--- src/rtl/serial_subtractor_ctrl_if.sv ---
// Operand/result bundle of the bit-serial subtractor.
// The master drives start and operands; the slave returns status and result.
interface serial_subtractor_ctrl_if #(
    parameter int unsigned WIDTH = 8
);
    logic             start;
    logic [WIDTH-1:0] a;
    logic [WIDTH-1:0] b;
    logic             busy;
    logic             done;
    logic [WIDTH-1:0] diff;
    logic             borrow_out;
    logic             zero;

    modport master (
        output start, a, b,
        input  busy, done, diff, borrow_out, zero
    );

    modport slave (
        input  start, a, b,
        output busy, done, diff, borrow_out, zero
    );
endinterface

--- src/rtl/serial_subtractor_ctrl.sv ---
// Bit-serial WIDTH-bit subtractor: one full-subtract cell reused LSB-first over
// WIDTH cycles, wrapped in a start/busy/done handshake with held results.
module serial_subtractor_ctrl #(
    parameter int unsigned WIDTH = 8
) (
    input  logic                    clk,
    input  logic                    rst_n,
    serial_subtractor_ctrl_if.slave bus
);
    localparam int unsigned CW = (WIDTH > 1) ? $clog2(WIDTH) : 1;

    typedef enum logic [1:0] {
        IDLE  = 2'd0,
        SHIFT = 2'd1,
        DONE  = 2'd2
    } state_t;

    state_t           state;
    logic [CW-1:0]    cnt;
    logic             br;
    logic [WIDTH-1:0] a_sh;
    logic [WIDTH-1:0] b_sh;
    logic [WIDTH-1:0] res;

    logic             busy;
    logic             done;
    logic [WIDTH-1:0] diff;
    logic             borrow_out;
    logic             zero;

    logic             a_i;
    logic             b_i;
    logic             hs_d;
    logic             hs_b;
    logic             cell_d;
    logic             cell_b;
    logic             br_next;
    logic [WIDTH-1:0] res_next;
    logic             last_bit;

    // Full-subtract cell: two half-subtractors chained through the running borrow.
    always_comb begin
        a_i      = a_sh[0];
        b_i      = b_sh[0];
        hs_d     = a_i ^ b_i;
        hs_b     = ~a_i & b_i;
        cell_d   = hs_d ^ br;
        cell_b   = ~hs_d & br;
        br_next  = hs_b | cell_b;
        res_next = (res >> 1) | (WIDTH'(cell_d) << (WIDTH - 1));
        last_bit = (cnt == CW'(WIDTH - 1));
    end

    always_ff @(posedge clk or negedge rst_n) begin
        if (!rst_n) begin
            state      <= IDLE;
            cnt        <= '0;
            br         <= 1'b0;
            a_sh       <= '0;
            b_sh       <= '0;
            res        <= '0;
            busy       <= 1'b0;
            done       <= 1'b0;
            diff       <= '0;
            borrow_out <= 1'b0;
            zero       <= 1'b0;
        end else begin
            case (state)
                IDLE: begin
                    if (bus.start) begin
                        a_sh  <= bus.a;
                        b_sh  <= bus.b;
                        res   <= '0;
                        br    <= 1'b0;
                        cnt   <= '0;
                        busy  <= 1'b1;
                        state <= SHIFT;
                    end
                end
                SHIFT: begin
                    a_sh <= a_sh >> 1;
                    b_sh <= b_sh >> 1;
                    res  <= res_next;
                    br   <= br_next;
                    cnt  <= cnt + CW'(1);
                    // Results publish only on completion, so they hold across a new operation.
                    if (last_bit) begin
                        diff       <= res_next;
                        borrow_out <= br_next;
                        zero       <= (res_next == '0);
                        busy       <= 1'b0;
                        done       <= 1'b1;
                        state      <= DONE;
                    end
                end
                DONE: begin
                    done  <= 1'b0;
                    state <= IDLE;
                end
                default: begin
                    busy  <= 1'b0;
                    done  <= 1'b0;
                    state <= IDLE;
                end
            endcase
        end
    end

    assign bus.busy       = busy;
    assign bus.done       = done;
    assign bus.diff       = diff;
    assign bus.borrow_out = borrow_out;
    assign bus.zero       = zero;
endmodule

--- src/flat_wrapper.sv ---
// flat-port wrapper written by rule: the top's interface ports become plain ports
module serial_subtractor_ctrl_flat 
#(
    parameter int unsigned WIDTH = 8
)
  (clk, rst_n, bus_start, bus_a, bus_b, bus_busy, bus_done, bus_diff, bus_borrow_out, bus_zero);
  serial_subtractor_ctrl_if #(.WIDTH(WIDTH)) bus_i ();
  input  logic clk;
  input  logic rst_n;
  input wire logic [$bits(bus_i.start)-1:0] bus_start;
  input wire logic [$bits(bus_i.a)-1:0] bus_a;
  input wire logic [$bits(bus_i.b)-1:0] bus_b;
  output wire logic [$bits(bus_i.busy)-1:0] bus_busy;
  output wire logic [$bits(bus_i.done)-1:0] bus_done;
  output wire logic [$bits(bus_i.diff)-1:0] bus_diff;
  output wire logic [$bits(bus_i.borrow_out)-1:0] bus_borrow_out;
  output wire logic [$bits(bus_i.zero)-1:0] bus_zero;
  assign bus_i.start = bus_start;
  assign bus_i.a = bus_a;
  assign bus_i.b = bus_b;
  assign bus_busy = bus_i.busy;
  assign bus_done = bus_i.done;
  assign bus_diff = bus_i.diff;
  assign bus_borrow_out = bus_i.borrow_out;
  assign bus_zero = bus_i.zero;
  serial_subtractor_ctrl #(.WIDTH(WIDTH)) u_core (.clk(clk), .rst_n(rst_n), .bus(bus_i));
endmodule
--- config.mk ---
export PLATFORM = sky130hd
export DESIGN_NAME = serial_subtractor_ctrl_flat
export DESIGN_NICKNAME = d
export VERILOG_FILES = /design/src/rtl/serial_subtractor_ctrl_if.sv /design/src/rtl/serial_subtractor_ctrl.sv /design/src/flat_wrapper.sv
export SDC_FILE = /design/constraint.sdc
export NUM_CORES = 1
export LEC_CHECK = 0
export BUFFER_PORTS_ARGS = -buffer_cell sky130_fd_sc_hd__clkbuf_2
export CAP_MARGIN = 20
export CORE_MARGIN = 5
export CORE_UTILIZATION = 55
export CTS_BUF_LIST = sky130_fd_sc_hd__clkbuf_16
export CTS_CLUSTER_DIAMETER = 50
export CTS_CLUSTER_SIZE = 8
export DETAILED_ROUTE_END_ITERATION = 16
export GPL_TIMING_DRIVEN = 0
export PLACE_DENSITY = 0.79
export SLEW_MARGIN = 0
export SYNTH_ARGS = -nofsm -noshare
export SYNTH_HDL_FRONTEND = slang
export SYNTH_SLANG_ARGS = --single-unit
--- constraint.sdc ---
create_clock -name clk -period 3.6 [get_ports clk]
set_clock_uncertainty 0.1 [all_clocks]
set_input_delay 0 -clock clk [delete_from_list [all_inputs] [get_ports clk]]
set_output_delay 0 -clock clk [all_outputs]
set_load 0.005 [all_outputs]
==> impl_metrics.prom, run 1 <==
# TYPE chip_impl_metric gauge
chip_impl_info{name="synth_area_leader_cell",value="dfrtp_1"} 1
chip_impl_info{name="critPathKind",value="reg -> reg"} 1
chip_impl_metric{name="die_h",unit="µm"} 66.4
chip_impl_metric{name="synthesis.yosys.warnings",unit=""} 0
chip_impl_metric{name="syn-num-nets",unit=""} 164
chip_impl_info{name="regToRegStartpoint",value="u_core.cnt[0]$_DFFE_PN0P_"} 1
chip_impl_metric{name="layout-area-overhead-vs-synth",unit="%"} 30.7
chip_impl_metric{name="clkTransAtPathRegs",unit="ns"} 0.06
chip_impl_metric{name="final_period_minus_worst_setup_slack",unit="ns"} 1.67
chip_impl_metric{name="setup_viol_count_final",unit=""} 0
chip_impl_metric{name="min_period_over_period",unit="%"} 46.3
chip_impl_info{name="timing.critical_path.to_type",value="flop"} 1
chip_impl_info{name="synth.top_cells.by_count",value="dfrtp_1 (41), nand2_1 (19), o21ai_1 (18)"} 1
chip_impl_metric{name="power.ir.vdd_worst",unit="mV"} 0.511
chip_impl_metric{name="power_report.internal_total",unit="mW"} 1.32
chip_impl_metric{name="drt_iter0_drc",unit=""} 69
chip_impl_info{name="min_path_type",value="in -> reg"} 1
chip_impl_metric{name="cts_max_path_buffers",unit=""} 2
chip_impl_metric{name="max_cap_viol_count",unit=""} 0
chip_impl_metric{name="required",unit="ns"} 3.67
chip_impl_metric{name="top_level_ports",unit=""} 31
chip_impl_info{name="critPathLaunchType",value="flop"} 1
chip_impl_metric{name="worst-r2r-setup-slack",unit="ns"} 1.93
chip_impl_metric{name="tightest_slew",unit="ns"} 0.958
chip_impl_metric{name="dp.final_hpwl",unit="mm"} 2.42
chip_impl_metric{name="via_count_of_the_first_global_routing_pass",unit=""} 1382
chip_impl_metric{name="power.share.clock",unit="%"} 25.3
chip_impl_metric{name="layout.filler_cells",unit=""} 217
chip_impl_metric{name="grt-ovfl-total",unit=""} 0
chip_impl_metric{name="grt_antenna_before_repair",unit=""} 0
chip_impl_metric{name="hold-path-cell-count",unit=""} 4
chip_impl_metric{name="io_buffers",unit=""} 30
chip_impl_metric{name="cts-htree-levels",unit=""} 2
chip_impl_metric{name="grt_max_degree",unit=""} 42
chip_impl_metric{name="synth_edf_count",unit=""} 0
chip_impl_metric{name="track_usage",unit="%"} 20.6
chip_impl_metric{name="number_of_cell_rows",unit=""} 20
chip_impl_metric{name="syn-cell-area",unit="mm²"} 0.00175
chip_impl_metric{name="antenna_violating_nets_post_route",unit=""} 0
chip_impl_metric{name="grt_first_pass_wirelength",unit="mm"} 6.58
chip_impl_metric{name="power.share.switching",unit="%"} 32.5
chip_impl_info{name="status",value="finished clean"} 1
chip_impl_metric{name="post-synth-top-area-fraction",unit="%"} 58.6
chip_impl_metric{name="place_ws",unit="ns"} 1.95
chip_impl_metric{name="p_leak",unit="nW"} 1.18
chip_impl_metric{name="wl_per_cell",unit="µm"} 15.5
chip_impl_metric{name="combinationalPowerShare",unit="%"} 34.6
chip_impl_metric{name="initial_core_util",unit="%"} 57.4
chip_impl_metric{name="synth_sequential_area_ratio",unit="%"} 58.6
chip_impl_metric{name="globalplace.congestion",unit=""} 0.794
chip_impl_metric{name="core_region_area",unit="mm²"} 0.00305
chip_impl_metric{name="worst_skew_pair.late_latency",unit="ns"} 0.29
chip_impl_metric{name="die_area",unit="mm²"} 0.00441
chip_impl_metric{name="summed_negative_setup_slack_over_all_endpoints",unit="ns"} 0
chip_impl_info{name="min_to",value="u_core.state[0]$_DFFE_PN0P_"} 1
chip_impl_info{name="crit-reg2reg-capture",value="u_core.bus.diff[2]$_DFFE_PN0P_"} 1
chip_impl_metric{name="worst_slew_margin_rel",unit="%"} 36.2
chip_impl_metric{name="synth.lib_cells_used.distinct",unit=""} 24
chip_impl_metric{name="total_wirelength_of_the_detailed_routed_design",unit="mm"} 3.75
chip_impl_metric{name="design.final.nets",unit=""} 218
chip_impl_metric{name="number_of_diodes_added_for_antenna_fixing",unit=""} 0
chip_impl_metric{name="route.vias.total",unit=""} 1287
chip_impl_info{name="ctsRootBufferMaster",value="clkbuf_16"} 1
chip_impl_metric{name="clock_sink_count",unit=""} 41
chip_impl_metric{name="detail_route.vias_per_cell",unit=""} 5.34
chip_impl_metric{name="finalHoldViolations",unit=""} 0
chip_impl_metric{name="postLayoutSetupSlackWorst",unit="ns"} 1.93
chip_impl_metric{name="cts_setup_buffers",unit=""} 0
chip_impl_metric{name="timing_max_transition_violations_final",unit=""} 0
chip_impl_metric{name="post_synth_inst_count",unit=""} 142
chip_impl_metric{name="die_width",unit="µm"} 66.4
chip_impl_metric{name="drt-pass1-iter-count",unit=""} 4
chip_impl_info{name="worst_min_delay_path_startpoint",value="bus_start"} 1
chip_impl_metric{name="cts_made_buffers",unit=""} 5
chip_impl_info{name="cts_tree",value="done"} 1
chip_impl_metric{name="critical_path_peak_fanout",unit=""} 10
chip_impl_metric{name="power-per-cell-area",unit="mW/mm²"} 852
chip_impl_info{name="dominantRegCellSynth",value="dfrtp_1"} 1
chip_impl_metric{name="final_layout_size_suffix_gt1_share",unit="%"} 25.9
chip_impl_metric{name="share_of_flip_flops_with_an_asynchronous_set_or_reset_after_synthesis",unit="%"} 100
chip_impl_metric{name="yosys_register_bits",unit=""} 41
chip_impl_metric{name="avgSynthCellArea",unit="µm²"} 12.3
chip_impl_metric{name="drc_errors",unit=""} 0
chip_impl_metric{name="worstPathArrival",unit="ns"} 1.74
chip_impl_metric{name="r2r_cells",unit=""} 5
chip_impl_info{name="rsz0062_at_grt",value="no"} 1
chip_impl_info{name="synth.most_common_cell",value="dfrtp_1"} 1
chip_impl_metric{name="clock.fmax",unit="MHz"} 600
chip_impl_metric{name="totalPowerFinal",unit="mW"} 1.95
chip_impl_metric{name="pwr-share-seq",unit="%"} 40.0
chip_impl_metric{name="net-switching-power",unit="mW"} 0.634
chip_impl_info{name="ys_top_cells_by_area",value="dfrtp_1 (59%), mux2i_1 (6.3%), a22o_1 (5.5%), o21ai_1 (5.1%), nand2_1 (4.1%)"} 1
[worst max path at each step]
stage | depth (start not counted) | from | endpoint
2_1_floorplan | 5 | u_core.cnt[0]$_DFFE_PN0P_ | u_core.bus.diff[1]$_DFFE_PN0P_
3_3_place_gp | 5 | u_core.cnt[0]$_DFFE_PN0P_ | u_core.bus.diff[2]$_DFFE_PN0P_
3_5_place_dp | 5 | u_core.cnt[0]$_DFFE_PN0P_ | u_core.bus.diff[2]$_DFFE_PN0P_
4_1_cts | 5 | u_core.cnt[0]$_DFFE_PN0P_ | u_core.bus.diff[2]$_DFFE_PN0P_
5_1_grt | 5 | u_core.cnt[0]$_DFFE_PN0P_ | u_core.bus.diff[3]$_DFFE_PN0P_
6_report | 5 | u_core.cnt[0]$_DFFE_PN0P_ | u_core.bus.diff[2]$_DFFE_PN0P_
[power groups by stage]
| stage | combinational, mW | sequential [mW] | clock, mW |
|---|---|---|---|
| finish | 0.676 | 0.781 | 0.494 |
| global route | 0.756 | 0.805 | 0.531 |
| CTS | 0.682 | 0.778 | 0.499 |
| detailed placement | 0.660 | 0.783 | 0 |
| global placement | 0.621 | 0.768 | 0 |
| floorplan | 0.476 | 0.755 | 0 |
[cells by family (layout without fill, tap and decap cells)]
| group | Yosys count | count (layout) | synth area share [%] |
|---|---|---|---|
| compound gates | 37 | 37 | 13.8 |
| fa+ha+maj | 3 | 3 | 2.57 |
| buf+inv | 15 | 70 | 5.14 |
| flops | 41 | 41 | 58.6 |
| mux | 19 | 19 | 12.3 |
| simple gates | 27 | 27 | 7.64 |
[layout make-up]
type                       count  area [µm²]  share of cell area [%]
buffer                         9        67.6                    2.95
clock inverter                 3        37.5                    1.64
tap                           44        55.1                    2.40
sequential                    41        1030                    44.8
timing repair buffer          47         320                    14.0
clock buffer                   5         125                    5.46
multi-input combinational     86         636                    27.8
inverter                       6        22.5                   0.984
[flip-flops by register name, indices dropped and copies added (netlist names), 2 cells and up]
signal and cells:
u_core.bus.diff 8, u_core.a_sh 8, u_core.b_sh 8, u_core.state 2
u_core.cnt 3, u_core.res 7
[through the flow]
step / utilization (%) / hold WS [ns] / instance area, µm² / cells
after floorplan: - / -0.396 / 1750 / 142
after global placement: 64.1 / 0.0918 / 1960 / 216
after detailed placement: 64.1 / 0.0925 / 1960 / 216
after CTS: 75.0 / 0.0997 / 2290 / 241
after global routing: 75.0 / 0.131 / 2290 / 241
final: 75.0 / 0.107 / 2290 / 241
[timing repair]
| item | 4_1_cts | 5_1_grt |
|---|---|---|
| hold buffers | 17 | 0 |
| gates resized for setup | 0 | 0 |
| endpoints found under the hold margin | 57 | 0 |
[worst max-delay path: stages, from the launching register on]
cell and delay (ns):
dfrtp_1 0.40, ha_1 0.21, ha_1 0.22, nand3b_4 0.13, buf_6 0.17, mux2_4 0.31
[metal layers]
| metal | global-route usage, % | share of wire [%] | wire length, µm | vias up |
|---|---|---|---|---|
| met1 | 23.4 | 39 | 1470 | 632 |
| met2 | 34.3 | 52 | 1950 | 40 |
| met4 | 9.39 | 2.7 | 102 | 0 |
| met3 | 7.65 | 5.9 | 220 | 11 |
| li1 | - | - | - | 604 |
| met5 | 0 | 0 | 0 | - |
[cells in the final DEF (no fill, tap or decap)]
| master | count |
|---|---|
| dfrtp_1 | 41 |
| clkbuf_2 | 30 |
| nand2_1 | 19 |
| o21ai_1 | 18 |
| dlygate4sd3_1 | 17 |
| a22o_1 | 11 |
| mux2i_1 | 11 |
| inv_1 | 7 |
| clkbuf_16 | 5 |
| buf_4 | 4 |
| mux2_4 | 4 |
| mux2_1 | 4 |
| buf_2 | 3 |
| a22oi_1 | 3 |
| buf_6 | 2 |
| nor2b_1 | 2 |
| a21oi_1 | 2 |
| nor4_1 | 2 |
| ha_1 | 2 |
| and2b_1 | 1 |
| o21bai_2 | 1 |
| nand3b_4 | 1 |
| o22ai_1 | 1 |
| o21ai_0 | 1 |
| nand2b_1 | 1 |
| nor2_1 | 1 |
| fa_1 | 1 |
| clkinv_1 | 1 |
| bufinv_16 | 1 |
Power figures use the tool's default switching activity.
==> run 2, diff against run 1 <==
--- a/config.mk
+++ b/config.mk
@@ -5,6 +5,7 @@
 export SDC_FILE = /design/constraint.sdc
 export NUM_CORES = 1
 export LEC_CHECK = 0
+export ABC_AREA = 1
 export BUFFER_PORTS_ARGS = -buffer_cell sky130_fd_sc_hd__clkbuf_2
 export CAP_MARGIN = 20
 export CORE_MARGIN = 5
@@ -14,7 +15,7 @@
 export CTS_CLUSTER_SIZE = 8
 export DETAILED_ROUTE_END_ITERATION = 16
 export GPL_TIMING_DRIVEN = 0
-export PLACE_DENSITY = 0.79
+export PLACE_DENSITY = 0.78
 export SLEW_MARGIN = 0
 export SYNTH_ARGS = -nofsm -noshare
 export SYNTH_HDL_FRONTEND = slang
==> constraint.sdc (replaced) <==
create_clock -name clk -period 1.6 [get_ports clk]
set_clock_uncertainty 0.1 [all_clocks]
set_input_delay 0 -clock clk [delete_from_list [all_inputs] [get_ports clk]]
set_output_delay 0 -clock clk [all_outputs]
set_load 0.005 [all_outputs]
==> impl_metrics.prom, run 2 <==
# TYPE chip_impl_metric gauge
chip_impl_metric{name="worst_skew_pair.late_latency",unit="ns"} 0.28
chip_impl_metric{name="route.vias.total",unit=""} 1572
chip_impl_metric{name="synth.lib_cells_used.distinct",unit=""} 19
chip_impl_metric{name="initial_core_util",unit="%"} 56.8
chip_impl_metric{name="power-per-cell-area",unit="mW/mm²"} 1950
chip_impl_metric{name="antenna_violating_nets_post_route",unit=""} 0
chip_impl_metric{name="share_of_flip_flops_with_an_asynchronous_set_or_reset_after_synthesis",unit="%"} 100
chip_impl_metric{name="globalplace.congestion",unit=""} 0.791
chip_impl_metric{name="min_period_over_period",unit="%"} 92.4
chip_impl_metric{name="total_wirelength_of_the_detailed_routed_design",unit="mm"} 4.02
chip_impl_info{name="timing.critical_path.to_type",value="flop"} 1
chip_impl_info{name="synth.top_cells.by_count",value="nand2_1 (60), dfrtp_1 (41), inv_1 (35)"} 1
chip_impl_metric{name="synthesis.yosys.warnings",unit=""} 0
chip_impl_metric{name="number_of_diodes_added_for_antenna_fixing",unit=""} 0
chip_impl_metric{name="critical_path_peak_fanout",unit=""} 2
chip_impl_metric{name="top_level_ports",unit=""} 31
chip_impl_metric{name="worst-r2r-setup-slack",unit="ns"} 0.12
chip_impl_metric{name="fin_cells",unit=""} 319
chip_impl_metric{name="timing_max_transition_violations_final",unit=""} 0
chip_impl_metric{name="setup_viol_count_final",unit=""} 0
chip_impl_metric{name="post-route-cell-area",unit="mm²"} 0.00246
chip_impl_metric{name="cts-htree-levels",unit=""} 2
chip_impl_metric{name="cts_setup_buffers",unit=""} 0
chip_impl_metric{name="grt_antenna_before_repair",unit=""} 0
chip_impl_info{name="ys_top_cells_by_area",value="dfrtp_1 (54%), nand2_1 (12%), nand3_1 (8.7%), inv_1 (6.9%), o21ai_2 (3.2%)"} 1
chip_impl_metric{name="design.final.nets",unit=""} 294
chip_impl_info{name="synth_area_leader_cell",value="dfrtp_1"} 1
chip_impl_metric{name="placed_area",unit="mm²"} 0.00210
chip_impl_info{name="synth.most_common_cell",value="nand2_1"} 1
chip_impl_metric{name="placed_cells_incl_taps",unit=""} 292
chip_impl_metric{name="max_cap_viol_count",unit=""} 0
chip_impl_metric{name="clkTransAtPathRegs",unit="ns"} 0.06
chip_impl_metric{name="die_area",unit="mm²"} 0.00472
chip_impl_metric{name="area_of_combinational_cells_with_multiple_inputs",unit="µm²"} 634
chip_impl_metric{name="dp.final_hpwl",unit="mm"} 2.50
chip_impl_metric{name="layout-area-overhead-vs-synth",unit="%"} 30.1
chip_impl_metric{name="summed_negative_setup_slack_over_all_endpoints",unit="ns"} 0
chip_impl_metric{name="via_count_of_the_first_global_routing_pass",unit=""} 1622
chip_impl_info{name="rsz0062_at_grt",value="no"} 1
chip_impl_metric{name="power.ir.vdd_worst",unit="mV"} 1.12
chip_impl_info{name="highest-signal-layer",value="met4"} 1
chip_impl_metric{name="cts_max_path_buffers",unit=""} 2
chip_impl_metric{name="r2r_cells",unit=""} 7
chip_impl_metric{name="wl_met3",unit="µm"} 194
chip_impl_metric{name="finalHoldViolations",unit=""} 0
chip_impl_metric{name="wl_per_cell",unit="µm"} 12.6
chip_impl_metric{name="io_buffers",unit=""} 30
chip_impl_metric{name="clock.fmax",unit="MHz"} 676
chip_impl_metric{name="final_layout_size_suffix_gt1_share",unit="%"} 21.2
chip_impl_metric{name="synth_sequential_area_ratio",unit="%"} 54.2
chip_impl_info{name="cts_tree",value="done"} 1
chip_impl_metric{name="clock_sink_count",unit=""} 41
chip_impl_metric{name="core_region_area",unit="mm²"} 0.00334
chip_impl_metric{name="grt_max_degree",unit=""} 42
chip_impl_metric{name="ff_latch_area",unit="mm²"} 0.00103
chip_impl_info{name="dominantRegCellSynth",value="dfrtp_1"} 1
chip_impl_metric{name="die_width",unit="µm"} 68.7
chip_impl_metric{name="post_cts_resize_count",unit=""} 0
chip_impl_info{name="critPathLaunchType",value="flop"} 1
chip_impl_info{name="critPathKind",value="reg -> reg"} 1
chip_impl_metric{name="totalPowerFinal",unit="mW"} 4.80
chip_impl_metric{name="track_usage",unit="%"} 20.3
chip_impl_metric{name="worst_slew_margin_rel",unit="%"} 74.1
chip_impl_info{name="most_common_cell_after_layout_fill_and_taps_aside",value="nand2_1"} 1
chip_impl_metric{name="layout.filler_cells",unit=""} 244
chip_impl_info{name="regToRegStartpoint",value="u_core.b_sh[0]$_DFFE_PN0P_"} 1
chip_impl_metric{name="grt_first_pass_wirelength",unit="mm"} 6.97
chip_impl_metric{name="synth_edf_count",unit=""} 0
chip_impl_metric{name="cts_made_buffers",unit=""} 5
chip_impl_info{name="status",value="finished clean"} 1
chip_impl_metric{name="drc_errors",unit=""} 0
chip_impl_metric{name="wl_met1",unit="mm"} 1.78
chip_impl_metric{name="final_period_minus_worst_setup_slack",unit="ns"} 1.48
chip_impl_metric{name="avgSynthCellArea",unit="µm²"} 8.77
chip_impl_metric{name="wl_met2",unit="mm"} 1.91
chip_impl_metric{name="syn-cell-area",unit="mm²"} 0.00189
chip_impl_metric{name="drt-pass1-iter-count",unit=""} 4
chip_impl_metric{name="number_of_cell_rows",unit=""} 21
chip_impl_metric{name="post-synth-top-area-fraction",unit="%"} 54.2
chip_impl_metric{name="drt_iter0_drc",unit=""} 116
chip_impl_metric{name="tightest_slew",unit="ns"} 0.389
chip_impl_info{name="reg_top3",value="u_core.a_sh: 8 flops, u_core.b_sh: 8 flops, u_core.bus.diff: 8 flops"} 1
chip_impl_metric{name="syn-num-nets",unit=""} 238
chip_impl_info{name="ctsRootBufferMaster",value="clkbuf_16"} 1
chip_impl_metric{name="grt-ovfl-total",unit=""} 0
chip_impl_metric{name="required",unit="ns"} 1.72
chip_impl_metric{name="detail_route.vias_per_cell",unit=""} 4.93
chip_impl_metric{name="worstPathArrival",unit="ns"} 1.60
chip_impl_info{name="layout.cells.most_common_list",value="nand2_1 (60), dfrtp_1 (41), inv_1 (36)"} 1
chip_impl_info{name="crit-reg2reg-capture",value="u_core.bus.zero$_DFFE_PN0P_"} 1
chip_impl_metric{name="post_synth_inst_count",unit=""} 216
chip_impl_metric{name="yosys_register_bits",unit=""} 41
chip_impl_metric{name="p_leak",unit="nW"} 1.34
chip_impl_metric{name="die_h",unit="µm"} 68.7
chip_impl_info{name="min_path_type",value="in -> async"} 1
-- run 2: final cells by class --
| cell class | instances | share of cell area (%) |
|---|---|---|
| Buffer | 11 | 3.91 |
| Timing Repair Buffer | 49 | 14.2 |
| Multi-Input combinational cell | 128 | 25.7 |
| Clock inverter | 3 | 1.52 |
| Inverter | 36 | 5.58 |
| Sequential cell | 41 | 41.6 |
| Tap cell | 46 | 2.34 |
| Clock buffer | 5 | 5.08 |
-- run 2: per-stage QoR --
stage | util [%] | hold slack, ns | setup slack [ns]
6_report | 73.9 | 0.0787 | 0.121
3_3_place_gp | 63.0 | 0.110 | 0.119
4_1_cts | 73.3 | 0.349 | 0.0975
5_1_grt | 73.9 | 0.122 | 0.0124
3_5_place_dp | 63.0 | 0.101 | 0.111
2_1_floorplan | - | -0.396 | 0.254
-- run 2: report_power, final --
| group | internal [mW] | switching [mW] |
|---|---|---|
| clock | 0.724 | 0.375 |
| combinational | 0.807 | 1.11 |
| sequential | 1.53 | 0.251 |
| total | 3.06 | 1.74 |
-- run 2: logic make-up (layout without fill, tap and decap cells) --
kind of cell,Yosys count,in the layout,synth area share (%)
flops,41,41,54.2
compound gates,23,23,8.19
buf+inv,47,104,12.4
simple gates,102,102,22.9
fa+ha+maj,3,3,2.38
-- run 2: metal layers --
| layer | GRT usage, % | vias to the layer above |
|---|---|---|
| met5 | 0 | - |
| met4 | 11.7 | 0 |
| met3 | 5.35 | 12 |
| met2 | 33.1 | 41 |
| met1 | 23.9 | 730 |
| li1 | - | 789 |
-- run 2: timing repair --
item,in CTS,in global routing
hold buffers,18,0
setup endpoints to repair,0,1
hold endpoints to repair,57,0
-- run 2: how the worst max path moves through the flow --
| stage | startpoint | end | depth (start not counted) |
|---|---|---|---|
| floorplan | u_core.b_sh[0]$_DFFE_PN0P_ | u_core.bus.zero$_DFFE_PN0P_ | 7 |
| global placement | u_core.b_sh[0]$_DFFE_PN0P_ | u_core.bus.zero$_DFFE_PN0P_ | 7 |
| detailed placement | u_core.b_sh[0]$_DFFE_PN0P_ | u_core.bus.zero$_DFFE_PN0P_ | 7 |
| CTS | u_core.b_sh[0]$_DFFE_PN0P_ | u_core.bus.zero$_DFFE_PN0P_ | 7 |
| global route | u_core.b_sh[0]$_DFFE_PN0P_ | u_core.bus.zero$_DFFE_PN0P_ | 7 |
| finish | u_core.b_sh[0]$_DFFE_PN0P_ | u_core.bus.zero$_DFFE_PN0P_ | 7 |
-- run 2: critical path: stages (launching register included) --
cell     delay, ns
dfrtp_1       0.34
inv_1         0.06
fa_1          0.49
nor2_1        0.12
nand2_1       0.08
nor2_1        0.10
nand2_1       0.06
nand2_1       0.05
